<file path="src/rtl/seg7_pkg.sv">
// ============================================================================
//  Module   : seg7_pkg
//  Brief    : Shared 7-segment decode table, digit limits and decode helper.
//  Revision : 1.0
// ============================================================================
`default_nettype none

package seg7_pkg;

  localparam logic [3:0] BCD_MAX = 4'd9;
  localparam logic [3:0] HEX_MAX = 4'hF;

  // Segment patterns {g,f,e,d,c,b,a}, entry 15 first
  localparam logic [15:0][6:0] SEG7_LUT = {
    7'h71, 7'h79, 7'h5E, 7'h39, 7'h7C, 7'h77, 7'h6F, 7'h7F,
    7'h07, 7'h7D, 7'h6D, 7'h66, 7'h4F, 7'h5B, 7'h06, 7'h3F
  };

  function automatic logic [6:0] seg7_decode(input logic [3:0] nibble);
    return SEG7_LUT[nibble];
  endfunction

endpackage

`default_nettype wire

</file>
<file path="src/rtl/seg7_digit_cnt.sv">
// ============================================================================
//  Module   : seg7_digit_cnt
//  Brief    : One 4-bit up/down digit with carry/borrow chaining and load.
//  Revision : 1.0
// ============================================================================
`default_nettype none

module seg7_digit_cnt #(
  parameter int BCD = 0
) (
  input  logic       clk,
  input  logic       reset,
  input  logic       en,
  input  logic       up,
  input  logic       carry_in,
  input  logic       load,
  input  logic [3:0] load_val,
  output logic [3:0] count,
  output logic       carry_out
);
  import seg7_pkg::*;

  localparam logic [3:0] c_MAX = (BCD != 0) ? BCD_MAX : HEX_MAX;

  logic [3:0] r_count;
  logic       w_at_limit;
  logic [3:0] w_load_val;

  assign w_at_limit = up ? (r_count == c_MAX) : (r_count == 4'd0);
  assign carry_out  = carry_in & w_at_limit;
  assign w_load_val = ((BCD != 0) && (load_val > BCD_MAX)) ? BCD_MAX : load_val;

  always_ff @(posedge clk) begin
    if (reset) begin
      r_count <= 4'd0;
    end else if (load) begin
      r_count <= w_load_val;
    end else if (en && carry_in) begin
      if (w_at_limit)
        r_count <= up ? 4'd0 : c_MAX;
      else
        r_count <= up ? (r_count + 4'd1) : (r_count - 4'd1);
    end
  end

  assign count = r_count;

endmodule

`default_nettype wire

</file>
<file path="src/rtl/seg7_scan_counter.sv">
// ============================================================================
//  Module   : seg7_scan_counter
//  Brief    : Multi-digit up/down counter with scanned 7-segment display drive.
//             Define SEG7_ZERO_BLANK_EN to blank leading zero digits.
//  Revision : 1.0
// ============================================================================
`default_nettype none

module seg7_scan_counter #(
  parameter int DIGITS   = 2,
  parameter int BCD      = 0,
  parameter int SCAN_DIV = 4
) (
  input  logic                  clk,
  input  logic                  reset,
  input  logic                  en,
  input  logic                  up,
  input  logic                  load,
  input  logic [4*DIGITS-1:0]   load_val,
  output logic [4*DIGITS-1:0]   count,
  output logic                  tc,
  output logic [6:0]            seg,
  output logic                  dp,
  output logic [DIGITS-1:0]     digit_sel
);
  import seg7_pkg::*;

  localparam int c_IDX_W = (DIGITS > 1) ? $clog2(DIGITS) : 1;
  localparam int c_PRE_W = (SCAN_DIV > 0) ? SCAN_DIV : 1;
  localparam logic [c_PRE_W-1:0] c_PRE_MAX  = c_PRE_W'((64'd1 << SCAN_DIV) - 64'd1);
  localparam logic [c_IDX_W-1:0] c_IDX_LAST = c_IDX_W'(DIGITS - 1);

  logic [DIGITS:0] w_carry;

  assign w_carry[0] = 1'b1;

  generate
    for (genvar gi = 0; gi < DIGITS; gi++) begin : g_digit
      seg7_digit_cnt #(
        .BCD(BCD)
      ) u_digit (
        .clk      (clk),
        .reset    (reset),
        .en       (en),
        .up       (up),
        .carry_in (w_carry[gi]),
        .load     (load),
        .load_val (load_val[4*gi +: 4]),
        .count    (count[4*gi +: 4]),
        .carry_out(w_carry[gi+1])
      );
    end
  endgenerate

  // Carry out of the top digit means every digit sits at its wrap point
  assign tc = en & ~load & w_carry[DIGITS];

  logic [c_PRE_W-1:0] r_pre;
  logic [c_IDX_W-1:0] r_idx;
  logic [DIGITS-1:0]  r_digit_sel;
  logic [6:0]         r_seg;
  logic               r_dp;

  logic [c_PRE_W-1:0] w_pre_next;
  logic [c_IDX_W-1:0] w_idx_next;
  logic [DIGITS-1:0]  w_sel_next;
  logic [DIGITS-1:0]  w_blank;
  logic [3:0]         w_nibble;
  logic               w_blank_sel;
  logic [6:0]         w_seg_next;

  always_comb begin
    w_pre_next = r_pre + 1'b1;
    w_idx_next = r_idx;
    if (r_pre == c_PRE_MAX) begin
      w_pre_next = '0;
      w_idx_next = (r_idx == c_IDX_LAST) ? '0 : (r_idx + 1'b1);
    end
  end

`ifdef SEG7_ZERO_BLANK_EN
  logic w_zero_run;

  // A digit blanks only if it and every digit above it are zero; digit 0 never blanks
  always_comb begin
    w_blank    = '0;
    w_zero_run = 1'b1;
    for (int i = DIGITS - 1; i >= 1; i--) begin
      w_zero_run = w_zero_run & (count[4*i +: 4] == 4'd0);
      w_blank[i] = w_zero_run;
    end
  end
`else
  assign w_blank = '0;
`endif

  // seg is fetched for the index that digit_sel will hold after this edge
  always_comb begin
    w_sel_next  = '0;
    w_nibble    = 4'd0;
    w_blank_sel = 1'b0;
    for (int i = 0; i < DIGITS; i++) begin
      if (w_idx_next == c_IDX_W'(i)) begin
        w_sel_next[i] = 1'b1;
        w_nibble      = count[4*i +: 4];
        w_blank_sel   = w_blank[i];
      end
    end
    w_seg_next = w_blank_sel ? 7'h00 : seg7_decode(w_nibble);
  end

  always_ff @(posedge clk) begin
    if (reset) begin
      r_pre       <= '0;
      r_idx       <= '0;
      r_digit_sel <= DIGITS'(1);
      r_seg       <= 7'h3F;
      r_dp        <= 1'b0;
    end else begin
      r_pre       <= w_pre_next;
      r_idx       <= w_idx_next;
      r_digit_sel <= w_sel_next;
      r_seg       <= w_seg_next;
      r_dp        <= (w_idx_next == '0) & ~up;
    end
  end

  assign digit_sel = r_digit_sel;
  assign seg       = r_seg;
  assign dp        = r_dp;

endmodule

`default_nettype wire

</file>
<file path="config.mk">
export PLATFORM = sky130hd
export DESIGN_NAME = seg7_scan_counter
export DESIGN_NICKNAME = d
export VERILOG_FILES = /design/src/rtl/seg7_pkg.sv /design/src/rtl/seg7_digit_cnt.sv /design/src/rtl/seg7_scan_counter.sv
export SDC_FILE = /design/constraint.sdc
export NUM_CORES = 1
export LEC_CHECK = 0
export CAP_MARGIN = 15
export CORE_MARGIN = 2
export CORE_UTILIZATION = 68
export DETAILED_ROUTE_END_ITERATION = 6
export DONT_BUFFER_PORTS = 1
export PLACE_DENSITY = 0.87
export SKIP_LAST_GASP = 1
export SLEW_MARGIN = 20
export SYNTH_ARGS = -nofsm -noshare
export SYNTH_HDL_FRONTEND = slang
export SYNTH_SLANG_ARGS = --single-unit
</file>
<file path="constraint.sdc">
create_clock -name clk -period 4.1 [get_ports clk]
set_input_delay 0.82 -clock clk [delete_from_list [all_inputs] [get_ports clk]]
set_output_delay 0.82 -clock clk [all_outputs]
set_load 0.01 [all_outputs]
</file>
==> out/metrics.cfg <==
[power]
ir_drop_uv = 232
powerDensity_nw_per_um2 = 301
power_leakage_nw = 0.670
power_uw = 491

[logic_synthesis]
synth_area_um2 = 1630
syn_inst = 200
synth_edf_count = 0
synth_ff_type = dfxtp_1
yosysUniqueCellTypes = 48
ys_ff_latch = 22
synth_sequential_area_ratio_pct = 27.1
syn_area_per_cell_um2 = 8.14
async_reset_ff_share_pct = 0
ys_warn_count = 0
syn_nets = 227

[die]
start_util_pct = 72.9
die_h_um = 52.9
ios = 32
core-area_um2 = 2230
dieArea_um2 = 2800
fp-row-count = 17
die_w_um = 52.9

[clocking]
cts.sinks = 22
tritoncts = yes
cts_resized = 0
cts_setup_buffers = 0
cts_buffers = 3
cts.reportedPaths.clkPinSlew_ps = 120
clockBufferDepth = 2
cts-root-buf = clkbuf_4
cts_hold_buf = 0
clock_latency_ps = 320
htreeDepth = 1

[grt]
grt_pass1_wl_mm = 6.08
grt_util_all_layers_pct = 29.8
antenna_found_initial = 0
grt_pass1_vias = 1349
grt_max_degree = 19
grt-ovfl-total = 0

[sta]
post-route-min-period_ps = 2980
period_share_pct = 72.6
fin_tns_setup_ps = 0
rsz0062_at_grt = no
slew_viol_final = 0
skew_ps = 5.66
finalHoldViolations = 0
setup_viol = 0
tightestPinTransition_ps = 621
max_freq_ghz = 0.336
whs_ps = 501
relSlewSlack_pct = 58.6

[drt]
dr_total_vias = 1455
vias_per_cell = 6.67
drt_iter0_drc = 38
ant_nets = 0
route.detailed.drc = 0
drt_wl_total_mm = 3.63
wl_per_cell_um = 16.6
firstDrtPassIters = 4

[placement]
place.gp.congestion = 0.930
port_buffers = 0
dp_hpwl_mm = 2.61

[setup_path]
end_kind = output port
path_max_fanout = 14
worstPathRequired_ps = 3280
cp_cell_sequence = and3_1 -> nand4_1 -> and2_0 -> a211oi_1
critical_path_class = reg -> out
worst_ep_arrival_time_ps = 2160
cpPeakStageDelay_ps = 670
cp_slowest_cell = dfxtp_1
start_kind = register

[finish]
synthToLayoutAreaGrowth_pct = 0.308
layout_commonest_cell = dfxtp_1
layout-drive-gt1-share_pct = 5.26
diodes = 0
fill_cells = 169
nNetsFinal = 218
final_cell_mix = 22 x dfxtp_1, 16 x inv_1, 15 x a21oi_1, 13 x nor2_1, 12 x ha_1

[outcome]
status = completed

[worst_hold_path]
hold_path_class = reg -> reg

[job]
cap_violations = 0

sequential cells by signal, indices dropped and copies added, names as in the netlist:
name and count:
g_digit.u_digit.count 8, seg 7, r_pre 4, digit_sel 1
dp 1, r_idx 1
metal layers:
| metal | GRT usage (%) | vias up | wire length [um] |
|---|---|---|---|
| met4 | 12.0 | 0 | 56 |
| met3 | 4.80 | 8 | 244 |
| met1 | 36.8 | 680 | 1540 |
| met2 | 51.0 | 69 | 1790 |
| li1 | - | 698 | - |
| met5 | 0 | - | 0 |
worst paths after layout:
kind / end / startpoint / slack [ps] / cells after the start
min: r_pre[0] / r_pre[0] / 500 / 1
max reg2reg: seg[3] / r_pre[0] / 1150 / 10
max: tc / g_digit[0].u_digit.count[3] / 1120 / 4
min reg2reg: r_pre[0] / r_pre[0] / 500 / 1
cell usage after synthesis, types with 2 or more instances:
master	number	area (um^2)
a211oi_1	4	30.0
a21o_1	3	22.5
a21oi_1	15	75.1
a221oi_1	2	17.5
a31oi_1	4	25.0
a41oi_1	3	26.3
and2_0	2	12.5
and2_1	2	12.5
and3_1	4	25.0
buf_2	2	10.0
clkbuf_1	9	33.8
dfxtp_1	22	440
fa_1	2	40.0
ha_1	12	150
inv_1	16	60.1
mux2i_1	5	50.1
nand2_1	9	33.8
nand2b_1	5	31.3
nand3_1	11	55.1
nand3b_1	3	22.5
nand4_1	2	12.5
nor2_1	13	48.8
nor2b_1	3	18.8
nor3_1	6	30.0
nor4_1	2	12.5
o211ai_1	5	37.5
o21ai_0	7	35.0
o311ai_1	2	17.5
xnor2_1	6	52.6
through the flow:
stage                     cells  utilization, %  cell area [um^2]  worst slack [ps]
after floorplan             200               -              1630              1390
after global placement      214            71.5              1600              1320
after detailed placement    214            71.5              1600              1210
after CTS                   218            73.1              1630              1140
after global routing        218            73.1              1630               942
final                       218            73.1              1630              1120
where the power goes:
| part | total [mW] | switching, mW | internal [mW] |
|---|---|---|---|
| clock | 0.124 | 0.0699 | 0.0544 |
| combinational | 0.103 | 0.0544 | 0.0486 |
| sequential | 0.264 | 0.0342 | 0.230 |
| total | 0.491 | 0.158 | 0.333 |
critical path, delay by kind of cell (launching register included):
kind               cells  cell delay [ps]
DFF                    1              670
AOI/OAI and AO/OA      1              370
and+or+nand+nor        3              800
cell families (layout without fill, tap and decap cells):
group	Yosys count	in the layout	share of synthesized area [%]
AOI/OAI and AO/OA	52	52	21.4
and+or+nand+nor	66	66	21.1
adders and majority gates	14	14	11.7
muxes	8	8	5.53
buffers and inverters	30	20	7.76
DFF	22	22	27.1
xor gates and xnor gates	8	8	5.46
layout make-up:
type | instances | area (um^2) | area share (%)
multi-input cells | 148 | 1060 | 65.0
well taps | 28 | 35.0 | 2.15
inverters | 16 | 60.1 | 3.68
flip-flops and latches | 22 | 440 | 27.0
clock buffers | 4 | 36.3 | 2.22
Note: power is estimated with default switching activity, not from simulation.
==> variant (config.mk and constraints unchanged) <==
Change the parameter `DIGITS` from 2 to 4.
--- a/src/rtl/seg7_scan_counter.sv
+++ b/src/rtl/seg7_scan_counter.sv
@@ -9,3 +9,3 @@
 module seg7_scan_counter #(
-  parameter int DIGITS   = 2,
+  parameter int DIGITS   = 4,
   parameter int BCD      = 0,
Ports: changed (resized count, digit_sel and load_val); port bits go from 32 to 50. No check against the original RTL was run, so the function may have changed too.
==> variant against the original RTL <==
- total power rose by 57%
- routed wire length rose by 30%
- sequential share of layout area rose by 2.1 points
- synthesized cell count rose by 33%
- sequential cell count rose by 12
- non-clock buffer count rose by 2
- worst setup slack got worse by 690 ps
- area after synthesis rose by 39%
- critical path type unchanged
- count of clock-buffer cells in the layout rose by 1
- first-iteration DRC count rose to 3.2 times the old value
- global-route usage fell by 2.5 points
- critical path depth rose by 2
- final area rose by 44%
- maximum frequency fell by 19%
==> variant: results (changes against the original RTL) <==
metric	value	unit	change
status	completed		unchanged
distinct cell type count of the synthesized netlist	49		was 48
total global routing track utilization	27.2	%	was 29.8%
worst vdd ir	0.401	mV	was 0.232 mV
maximum number of pins on one net before global-route repair	38		was 19
largest fanout of any net on the critical path	9		was 14
Clock H-tree levels	2		was 1
Static Leak	1.06	nW	was 0.670 nW
delay of the slowest critical-path stage	540	ps	was 670 ps
slowest cell on the critical path	sky130_fd_sc_hd__or4_1		was sky130_fd_sc_hd__dfxtp_1
reg-to-reg critical path endpoint	seg[0]		was seg[3]
insertion delay of the later-clocked pin in the worst-skew pair	340	ps	was 320 ps
launch instance of the worst min-delay path	r_pre[3]		was r_pre[0]
worst clock skew	8.24	ps	was 5.66 ps
flop2flop setup slack	760	ps	was 1150 ps
final non-filler cell total	306		was 218
sequential share of the synthesized area	30.1	%	was 27.1%
placed wire-length estimate	3.27	mm	was 2.61 mm
worst reg2reg path depth	9		was 10
Fillers	250		was 169
RD Place Congestion	0.878		was 0.930
vias in the first global route	1717		was 1349
post-placement cell count	298		was 214
dominant cells by area after synthesis	sky130_fd_sc_hd__dfxtp_1 (30%), sky130_fd_sc_hd__ha_1 (9.4%), sky130_fd_sc_hd__a21oi_1 (6.2%)		was sky130_fd_sc_hd__dfxtp_1 (27%), sky130_fd_sc_hd__ha_1 (9.2%), sky130_fd_sc_hd__a21oi_1 (4.6%)
first-pass GRT wire length	7.69	mm	was 6.08 mm
Hold Path Depth	2		was 1
Initial DRC Count	121		was 38
WHS Endpoint	r_pre[3]		was r_pre[0]
clock buffer count from CTS	5		was 3
routed len/inst	15.5	um	was 16.6 um
vias per cell	6.27		was 6.67
variant: changes by cell type in the layout (fill, tap and decap cells not counted), moves of 6 or more:
cell                      change
sky130_fd_sc_hd__inv_1        -9
sky130_fd_sc_hd__xor2_1       +6
sky130_fd_sc_hd__nand2_1     +12
sky130_fd_sc_hd__nor2_1      +20
sky130_fd_sc_hd__mux2i_1      +8
sky130_fd_sc_hd__a21oi_1     +13
sky130_fd_sc_hd__dfxtp_1     +12
variant: power breakdown:
group | total, mW | leakage, nW | internal [mW] | switching (mW)
registers | 0.387 | 0.280 | 0.350 | 0.0370
clock network | 0.246 | 0.0450 | 0.126 | 0.120
logic | 0.139 | 0.735 | 0.0678 | 0.0716
total | 0.773 | 1.06 | 0.545 | 0.228
variant: metal layers:
layer  vias up  routed length, um  global-route usage (%)  share of wire [%]
li1        939                  -                       -                  -
met1       885               2040                    34.7                 43
met2        88               2290                    44.1                 48
met3         6                360                    8.61                7.6
met4         0                 41                    8.51               0.87
met5         -                  0                       0                  0
variant: through the flow:
step | setup WS, ps | instance area (sq um) | utilization, % | hold slack (ps)
2_1_floorplan | 937 | 2260 | - | 451
3_3_place_gp | 929 | 2270 | 73.0 | 461
3_5_place_dp | 808 | 2270 | 73.0 | 479
4_1_cts | 442 | 2340 | 75.5 | 497
5_1_grt | 240 | 2340 | 75.5 | 507
6_report | 433 | 2340 | 75.5 | 490
variant: worst reg2reg max path: cells and delay by family (launching register included):
kind	cells	cell delay, ps
buffers and inverters	1	250
DFF	1	400
and+or+nand+nor	3	880
muxes	3	1320
AOI/OAI and AO/OA	1	170
adders and majority gates	1	220
variant: layout make-up:
| class | count | area share [%] |
|---|---|---|
| clock inverters | 3 | 1.71 |
| repair buffers | 2 | 0.641 |
| inverters | 7 | 1.12 |
| multi-input cells | 211 | 63.5 |
| well taps | 44 | 2.35 |
| flip-flops and latches | 34 | 29.0 |
| clock buffers | 5 | 1.60 |
variant: kinds of logic after synthesis:
logic type / count (synthesis) / share of synthesized area (%)
fa+ha+maj: 21 / 12.9
mux: 20 / 10.4
simple gates: 94 / 20.1
xor+xnor: 13 / 5.04
buf+inv: 21 / 4.04
flops: 34 / 30.1
compound gates: 63 / 17.4
variant: how the worst max path moves through the flow:
stage	startpoint	end	depth (start not counted)
detailed placement	r_pre[0]	seg[0]	9
CTS	g_digit[0].u_digit.count[0]	tc	6
floorplan	up	g_digit[0].u_digit.count[3]	10
global placement	g_digit[0].u_digit.count[0]	tc	6
global route	g_digit[0].u_digit.count[0]	tc	6
finish	g_digit[0].u_digit.count[0]	tc	6
